File: src/rtl/mult_sequencer_pkg.sv
// Shared definitions for the multi-cycle signed multiply sequencer.
// Holds the state encoding, the ALU control code and the default operand width.
package mult_sequencer_pkg;

   localparam int         DEFAULT_WIDTH = 32;
   localparam logic [3:0] ALUCTRL_MULT  = 4'b0011;

   typedef enum logic [1:0] {
      IDLE = 2'b00,
      CALC = 2'b01,
      SIGN = 2'b10,
      DONE = 2'b11
   } state_t;

endpackage

File: src/rtl/mult_dp.sv
// Multiply datapath: operand magnitudes, shift-add accumulator, iteration count, final negate.
// Product registers update only on i_write; o_skip is active only when EARLY_TERM is set.
module mult_dp
   import mult_sequencer_pkg::*;
#(
   parameter int WIDTH      = DEFAULT_WIDTH,
   parameter bit EARLY_TERM = 1'b0
) (
   input  logic             i_clk,
   input  logic             i_rst_n,
   input  logic             i_load,
   input  logic             i_step,
   input  logic             i_write,
   input  logic [WIDTH-1:0] i_src1,
   input  logic [WIDTH-1:0] i_src2,
   output logic             o_last,
   output logic             o_skip,
   output logic [WIDTH-1:0] o_hi,
   output logic [WIDTH-1:0] o_lo
);

   localparam int             CW   = $clog2(WIDTH) + 1;
   localparam logic [CW-1:0]  LAST = CW'(WIDTH - 1);

   logic [2*WIDTH-1:0] r_mcand;
   logic [2*WIDTH-1:0] r_acc;
   logic [WIDTH-1:0]   r_mplier;
   logic [CW-1:0]      r_count;
   logic               r_neg;
   logic [WIDTH-1:0]   r_hi;
   logic [WIDTH-1:0]   r_lo;

   logic [WIDTH-1:0]   w_abs1;
   logic [WIDTH-1:0]   w_abs2;
   logic [2*WIDTH-1:0] w_sum;
   logic [2*WIDTH-1:0] w_prod;

   // The most negative operand negates to itself, which is exactly 2^(WIDTH-1) read unsigned.
   assign w_abs1 = i_src1[WIDTH-1] ? -i_src1 : i_src1;
   assign w_abs2 = i_src2[WIDTH-1] ? -i_src2 : i_src2;
   assign w_sum  = r_mplier[0] ? (r_acc + r_mcand) : r_acc;
   assign w_prod = r_neg ? -r_acc : r_acc;

   always_ff @(posedge i_clk) begin
      if (!i_rst_n) begin
         r_mcand  <= '0;
         r_acc    <= '0;
         r_mplier <= '0;
         r_count  <= '0;
         r_neg    <= 1'b0;
         r_hi     <= '0;
         r_lo     <= '0;
      end else begin
         if (i_load) begin
            r_mcand  <= {{WIDTH{1'b0}}, w_abs1};
            r_mplier <= w_abs2;
            r_neg    <= i_src1[WIDTH-1] ^ i_src2[WIDTH-1];
            r_acc    <= '0;
            r_count  <= '0;
         end else if (i_step) begin
            r_acc    <= w_sum;
            r_mcand  <= r_mcand << 1;
            r_mplier <= r_mplier >> 1;
            r_count  <= r_count + 1'b1;
         end
         if (i_write) begin
            {r_hi, r_lo} <= w_prod;
         end
      end
   end

   assign o_last = (r_count == LAST);
   assign o_skip = EARLY_TERM && (r_mplier == '0);
   assign o_hi   = r_hi;
   assign o_lo   = r_lo;

endmodule

File: src/rtl/mult_sequencer.sv
// Signed radix-2 shift-add multiply sequencer for the mult instruction; stalls the pipe via busy_o.
// Optional early termination on an exhausted multiplier is enabled with MULT_EARLY_TERM_EN.
module mult_sequencer
   import mult_sequencer_pkg::*;
#(
   parameter int WIDTH = DEFAULT_WIDTH
) (
   input  logic             clk_i,
   input  logic             rst_i,
   input  logic             start_i,
   input  logic             flush_i,
   input  logic [WIDTH-1:0] src1_i,
   input  logic [WIDTH-1:0] src2_i,
   output logic             busy_o,
   output logic             done_o,
   output logic [WIDTH-1:0] hi_o,
   output logic [WIDTH-1:0] lo_o
);

`ifdef MULT_EARLY_TERM_EN
   localparam bit EARLY_TERM = 1'b1;
`else
   localparam bit EARLY_TERM = 1'b0;
`endif

   state_t r_state;
   state_t w_next;
   logic   w_load;
   logic   w_step;
   logic   w_write;
   logic   w_last;
   logic   w_skip;

   always_ff @(posedge clk_i) begin
      if (!rst_i) begin
         r_state <= IDLE;
      end else begin
         r_state <= w_next;
      end
   end

   always_comb begin
      w_next  = r_state;
      w_load  = 1'b0;
      w_step  = 1'b0;
      w_write = 1'b0;
      case (r_state)
         IDLE: begin
            if (start_i && !flush_i) begin
               w_load = 1'b1;
               w_next = CALC;
            end
         end
         CALC: begin
            if (flush_i) begin
               w_next = IDLE;
            end else if (w_skip) begin
               w_next = SIGN;
            end else begin
               w_step = 1'b1;
               if (w_last) begin
                  w_next = SIGN;
               end
            end
         end
         SIGN: begin
            // A flush here drops the result so the product registers keep the last good value.
            if (flush_i) begin
               w_next = IDLE;
            end else begin
               w_write = 1'b1;
               w_next  = DONE;
            end
         end
         DONE: begin
            w_next = IDLE;
         end
         default: begin
            w_next = IDLE;
         end
      endcase
   end

   assign busy_o = (r_state == CALC) || (r_state == SIGN);
   assign done_o = (r_state == DONE);

   mult_dp #(
      .WIDTH      (WIDTH),
      .EARLY_TERM (EARLY_TERM)
   ) u_dp (
      .i_clk   (clk_i),
      .i_rst_n (rst_i),
      .i_load  (w_load),
      .i_step  (w_step),
      .i_write (w_write),
      .i_src1  (src1_i),
      .i_src2  (src2_i),
      .o_last  (w_last),
      .o_skip  (w_skip),
      .o_hi    (hi_o),
      .o_lo    (lo_o)
   );

endmodule

File: config.mk
export PLATFORM = sky130hd
export DESIGN_NAME = mult_sequencer
export DESIGN_NICKNAME = d
export VERILOG_FILES = /design/src/rtl/mult_sequencer_pkg.sv /design/src/rtl/mult_dp.sv /design/src/rtl/mult_sequencer.sv
export SDC_FILE = /design/constraint.sdc
export NUM_CORES = 1
export LEC_CHECK = 0
export BUFFER_PORTS_ARGS = -buffer_cell sky130_fd_sc_hd__buf_2
export CAP_MARGIN = 20
export CORE_MARGIN = 2
export CORE_UTILIZATION = 30
export CTS_CLUSTER_SIZE = 24
export DETAILED_ROUTE_END_ITERATION = 12
export HOLD_SLACK_MARGIN = 0.05
export PLACE_DENSITY_LB_ADDON = 0.2
export SYNTH_ARGS = -nofsm -noshare
export SYNTH_HDL_FRONTEND = slang
export SYNTH_SLANG_ARGS = --single-unit
File: constraint.sdc
create_clock -name clk_i -period 5.3 [get_ports clk_i]
set_clock_uncertainty 0.15 [all_clocks]
set_input_delay 0.795 -clock clk_i [delete_from_list [all_inputs] [get_ports clk_i]]
set_output_delay 0.795 -clock clk_i [all_outputs]
set_load 0.005 [all_outputs]
## Word level (Yosys, flattened, before mapping)

Index checks and enable logic that the tools add are counted.
W data, S select, Z words.

- Add/subtract/negate cells: 5
- Multipliers: 0
- Divide/modulo/power cells: 0
- Order comparisons: 0
- Eq/ne operators: 6
- Shifts and indexed selects: 0
- Mux-type cells: 17
- Bitwise operators: 2
- Reductions and logical operators: 8

Operator list:

| kind | number |
|---|---|
| $mux W32 | 6 |
| $add A64 B64 Y64 | 1 |
| $mux W64 | 1 |
| $neg A32 Y32 | 2 |
| $neg A64 Y64 | 1 |
| $mux W2 | 4 |
| $pmux W2 S4 | 1 |
| $add A6 B1 Y6 const B | 1 |
| $eq A6 B5 Y1 const B | 1 |
| $mux W1 | 5 |
| $eq A2 B2 Y1 const B | 2 |
| $reduce_and A2 Y1 | 2 |
| $ne A3 B2 Y1 const B | 1 |
| $eq A2 B1 Y1 const B | 1 |
| $logic_not A2 Y1 | 1 |
| $ne A2 B2 Y1 const B | 1 |
| $reduce_bool A2 Y1 | 1 |
| $reduce_or A2 Y1 | 1 |
| $logic_and A1 B1 Y1 | 1 |
| $logic_not A1 Y1 | 1 |
| $logic_or A1 B1 Y1 | 1 |
| $not A1 Y1 | 1 |
| $xor A1 B1 Y1 | 1 |

- Register bits after elaboration: 233
- Latch bits: 0
- Bits in writable memories: 0
- Memory bits (read-only): 0
- Input bits: 68
- Output and inout port bits: 66
- Word-level logic and storage cells: 47
- Memories: 0

## Logic depth before layout (Yosys ltp)

- Depth in word-level cells: 5
- Gate-level depth with buffers: 13
- Gate-level depth less buffers: 13

## By module

Synthesis repeated with hierarchy kept, for this count alone.

- Cells, all modules: 1877
- Area, all modules: 14955.6 um^2

Modules (own cells, without submodules):

| module | instances | cells an instance | area each (um^2) | sequential area each (um^2) |
|---|---|---|---|---|
| mult_dp | 1 | 1855 | 14755.4 | 4624.4 |
| mult_sequencer | 1 | 22 | 200.2 | 40.0 |

## Worst setup path before layout

No wires, ideal clock.

- Path kind: register to register
- Start point: register u_dp.r_acc[0]
- End point: register u_dp.r_acc[62]
- Library setup time: 0.086 ns
- Arrival: 3.137 ns
- Required time: 5.064 ns
- Path slack: 1.927 ns
- Cell stages (with the launch flop): 14
- Path buffers: 0
- Period minus slack after synthesis: 3.373 ns
- Cell sequence: dfxtp_1 ha_1 fa_1 a211oi_1 nor2_1 o311ai_0 a31oi_1 a21oi_1 a211oi_1 o21ai_1 o41a_1 o21ai_1 xnor2_1 a211oi_1

- Word-level cells in the longest chain between the ends: 1

RTL lines:

| what | line | source |
|---|---|---|
| start, declared | mult_dp.sv:26 | `logic [2*WIDTH-1:0] r_acc;` |
| start signal, assigned | mult_dp.sv:61 | `r_acc <= w_sum;` |
| $add A64 B64 Y64 | mult_dp.sv:41 | `assign w_sum = r_mplier[0] ? (r_acc + r_mcand) : r_acc;` |

No other way between the ends.
A chain may end at the register's enable or synchronous reset.

## Worst setup path in the final report

Ends and elaborated chain as after synthesis.

==> qor.json <==
{
  "critical_path": {
    "worst_setup_path_start_kind": "flip-flop",
    "critical_path.n_buffers_inverters": 0,
    "critical_path_arrival_ns": 4.66,
    "crit_required_ns": 5.63,
    "worst-r2r-setup-slack_ns": 0.98,
    "worst-r2r-cell-count": 13,
    "critPathMostFrequentCell": "a211oi_1",
    "worst_setup_path_startpoint": "u_dp.r_acc[0]",
    "timing.critical_path.to": "u_dp.r_acc[62]",
    "r2r-start": "u_dp.r_acc[0]",
    "worst_r2r_endpoint": "u_dp.r_acc[62]",
    "cp-end-kind": "flip-flop",
    "max_stage_delay_ns": 0.68,
    "path_max_fanout": 6,
    "crit_slowest_cell": "o311ai_0",
    "cp_num_cells": 13,
    "critical-path-top-delay-family": "compound AO/OA/AOI/OAI gates",
    "worst-setup-path-type": "flip-flop to flip-flop",
    "critical_path.cell_chain": "ha_1 -> fa_1 -> a211oi_1 -> nor2_1 -> o311ai_0 -> a31oi_1 -> a21oi_1 -> a211oi_1 -> o21ai_1 -> o41a_1 -> o21ai_1 -> xnor2_1 -> a211oi_1"
  },
  "detailed_routing": {
    "top_signal_layer_used": "met4",
    "wl_per_cell_um": 16.78,
    "met3_wirelength_um": 2741,
    "first_iter_violations": 881,
    "drt_pass1_iterations": 5,
    "wl_met1_um": 21680,
    "avgViaCountPerCell": 5.170,
    "ant_nets": 0,
    "drc": 0,
    "overall_via_count_from_detail_route": 13920,
    "finalWirelength_um": 45170,
    "met2_length_um": 19410
  },
  "yosys": {
    "ys_seq_area_frac": 0.3106,
    "post_synth_main_area_contributors": "dfxtp_1 (31%), nand2_1 (11%), o211a_1 (7.0%), ha_1 (5.9%), xnor2_1 (5.8%)",
    "avgSynthCellArea_um2": 7.677,
    "synth_simple_gate_area_frac": 0.2395,
    "edff_count_synth": 0,
    "synth-adder-area-share": 0.06049,
    "yosys.area.top_type": "dfxtp_1",
    "proportion_of_register_bits_with_asynchronous_set_or_reset_after_synthesis": 0,
    "synth-compound-area-share": 0.2480,
    "synthesized_net_count": 2096,
    "synth_top_cell_area_share": 0.3106,
    "cell_area_after_synthesis_um2": 15020,
    "yosys-mux-area-fraction": 0.0006666,
    "yosys_most_used_dff": "dfxtp_1",
    "ys_seq_elements": 233,
    "netlist-cell-type-count": 65,
    "largest_family_of_logic_cells_by_synthesized_area": "compound AO/OA/AOI/OAI gates",
    "yosys_warnings": 0,
    "synth_top_cells_by_count": "nand2_1 (445), dfxtp_1 (233), a21oi_1 (157)",
    "post_synth_inst_count": 1956,
    "synthMostInstantiatedCell": "nand2_1",
    "synth_xor_xnor_area_share": 0.1026
  },
  "flow_run": {
    "max_cap_violations": 0
  },
  "global_route": {
    "maximum_number_of_pins_on_one_net_before_global_route_repair": 75,
    "first_global_vias": 13390,
    "global_route.usage.total": 0.1692,
    "grt_remaining_overflow": 0,
    "grt_pass1_wl_um": 72930,
    "antenna_found_initial": 0
  },
  "sta": {
    "finalSetupTns_ns": 0,
    "final-max-slew-violation-count": 0,
    "fin_worst_hold_slack_ns": 0.3195,
    "final_min_period_over_clock_period": 0.8156,
    "finalSetupViolations": 0,
    "achievable-frequency_ghz": 0.2313,
    "slew_headroom": 0.3649,
    "grt_setup_unrepaired": "no",
    "finalHoldViolations": 0,
    "worst-slew-pin-transition_ns": 0.9404,
    "finalCriticalPeriod_ns": 4.323
  },
  "clocking": {
    "clk_path_buf_depth": 3,
    "post_cts_resize_count": 0,
    "cts.htree.levels": 1,
    "clock_sink_count": 233,
    "post_cts_hold_buffer_count": 0,
    "numCtsBuffers": 29,
    "cts-root-buf": "clkbuf_16",
    "postCtsSetupBuffers": 0,
    "tritoncts": "yes",
    "clock_latency_ns": 0.57,
    "clkTransAtPathRegs_ns": 0.06
  },
  "power_and_ir_drop": {
    "p_int_mw": 3.307,
    "irDropWorstVdd_uv": 215.9,
    "power.clock.fraction": 0.445,
    "p_per_area_nw_per_um2": 267.3,
    "swShare": 0.2787,
    "netSwitchingPower_mw": 1.278,
    "pwr-share-seq": 0.413,
    "p_leak_nw": 7.912,
    "combinationalPowerShare": 0.143
  },
  "hold_path": {
    "hold_class": "flip-flop to flip-flop"
  },
  "die": {
    "core.rowCount": 81,
    "design.portCount": 134,
    "die_area_um2": 51860,
    "initial_core_util": 0.3055,
    "chipWidth_um": 227.7,
    "dieHeight_um": 227.7,
    "placeableCoreArea_um2": 49150
  },
  "cells_and_area": {
    "finish.cell_count_without_fillers": 2692,
    "final_core_util": 0.3489,
    "post_synthesis_to_final_layout_area_growth_pct": 14.21,
    "fill_cells": 5165,
    "multi_input_comb_area_um2": 9808,
    "num-nets-final": 2148,
    "layout-drive-gt1-share": 0.1120,
    "final-seq-area_um2": 4666
  },
  "run_status": {
    "run_status": "finished clean"
  },
  "placed_design": {
    "place.gp.congestion": 0.9230,
    "placedCellCount": 2641,
    "io_buffer_count": 133,
    "dpl.hpwl_um": 33130
  }
}
worst reg2reg max path: cells and delay by family, from the launching register on:
kind / cells / cell delay, ns
adders and majority gates: 2 / 0.69
DFF: 1 / 0.37
AOI/OAI and AO/OA: 9 / 2.78
and+or+nand+nor: 1 / 0.12
xor gates and xnor gates: 1 / 0.13
kinds of logic (layout without fill, tap and decap cells):
family                     after synthesis  after routing
AOI/OAI and AO/OA                      539            539
xor gates and xnor gates               176            176
adders and majority gates               72             72
buffers and inverters                  151            222
DFF                                    233            233
muxes                                    1              1
other                                    0              1
and+or+nand+nor                        784            784
cell usage in the layout (no fill, tap or decap), drive strengths merged, types with 8 or more instances in the layout:
cell type	netlist	final
nand2	445	445
a21o	26	26
nor3	19	19
a21oi	157	157
o211ai	8	8
clkbuf	119	41
nand3	93	93
buf	7	147
a31oi	8	8
o211a	105	105
and3	12	12
or3	32	32
nor2b	11	11
o21ai	101	101
o21a	13	13
o41ai	19	19
xor2	76	76
xnor2	100	100
dfxtp	233	233
nor2	63	63
ha	71	71
nand4	28	28
a211oi	17	17
or4	16	16
o21bai	15	15
inv	25	26
and2	20	20
or2	13	13
o31ai	41	41
nand2b	16	16
power by group through the flow:
| stage | logic, mW | clock network (mW) | registers (mW) |
|---|---|---|---|
| global placement | 0.648 | 0 | 1.93 |
| CTS | 0.659 | 2.11 | 1.89 |
| floorplan | 0.476 | 0 | 1.90 |
| detailed placement | 0.656 | 0 | 1.93 |
| finish | 0.654 | 2.04 | 1.89 |
| global route | 0.736 | 2.16 | 1.90 |
area by class of cell:
type | instances | area share
Clock inverter | 9 | 0.007222
Antenna cell | 1 | 0.0001459
Clock buffer | 41 | 0.04902
Multi-Input combinational cell | 1572 | 0.5719
Tap cell | 664 | 0.04844
Timing Repair Buffer | 147 | 0.04581
Sequential cell | 233 | 0.2720
Inverter | 25 | 0.005471
layer usage:
metal  track usage  up-vias
li1              -     7056
met1        0.2362     6461
met2        0.2628      334
met3       0.03172       66
met4       0.05160        0
met5             0        -
through the flow:
stage          power (mW)  cell area (µm²)  worst slack (ns)
2_1_floorplan       2.375            15020             1.927
3_3_place_gp        2.576            16180             1.061
3_5_place_dp        2.587            16180             1.093
4_1_cts             4.656            17150             1.066
5_1_grt             4.804            17150            0.6606
6_report            4.585            17150            0.9774
worst min path at each step:
stage / from / end / slack (ns) / cells after the start
detailed placement: u_dp.o_hi[11] / u_dp.o_hi[11] / 0.31 / 2
floorplan: u_dp.r_mcand[62] / u_dp.r_mcand[63] / 0.30 / 2
CTS: u_dp.o_hi[11] / u_dp.o_hi[11] / 0.32 / 2
global placement: u_dp.o_hi[11] / u_dp.o_hi[11] / 0.30 / 2
finish: u_dp.o_lo[0] / u_dp.o_lo[0] / 0.32 / 2
global route: u_dp.r_mcand[61] / u_dp.r_mcand[62] / 0.35 / 2
registers in the layout (all words and copies together), names as in the netlist:
register	flops
u_dp.r_acc	64
u_dp.r_mcand	64
u_dp.o_hi	32
u_dp.o_lo	32
u_dp.r_mplier	32
u_dp.r_count	6
r_state	2
u_dp.r_neg	1
(Power assumes the default switching activity.)
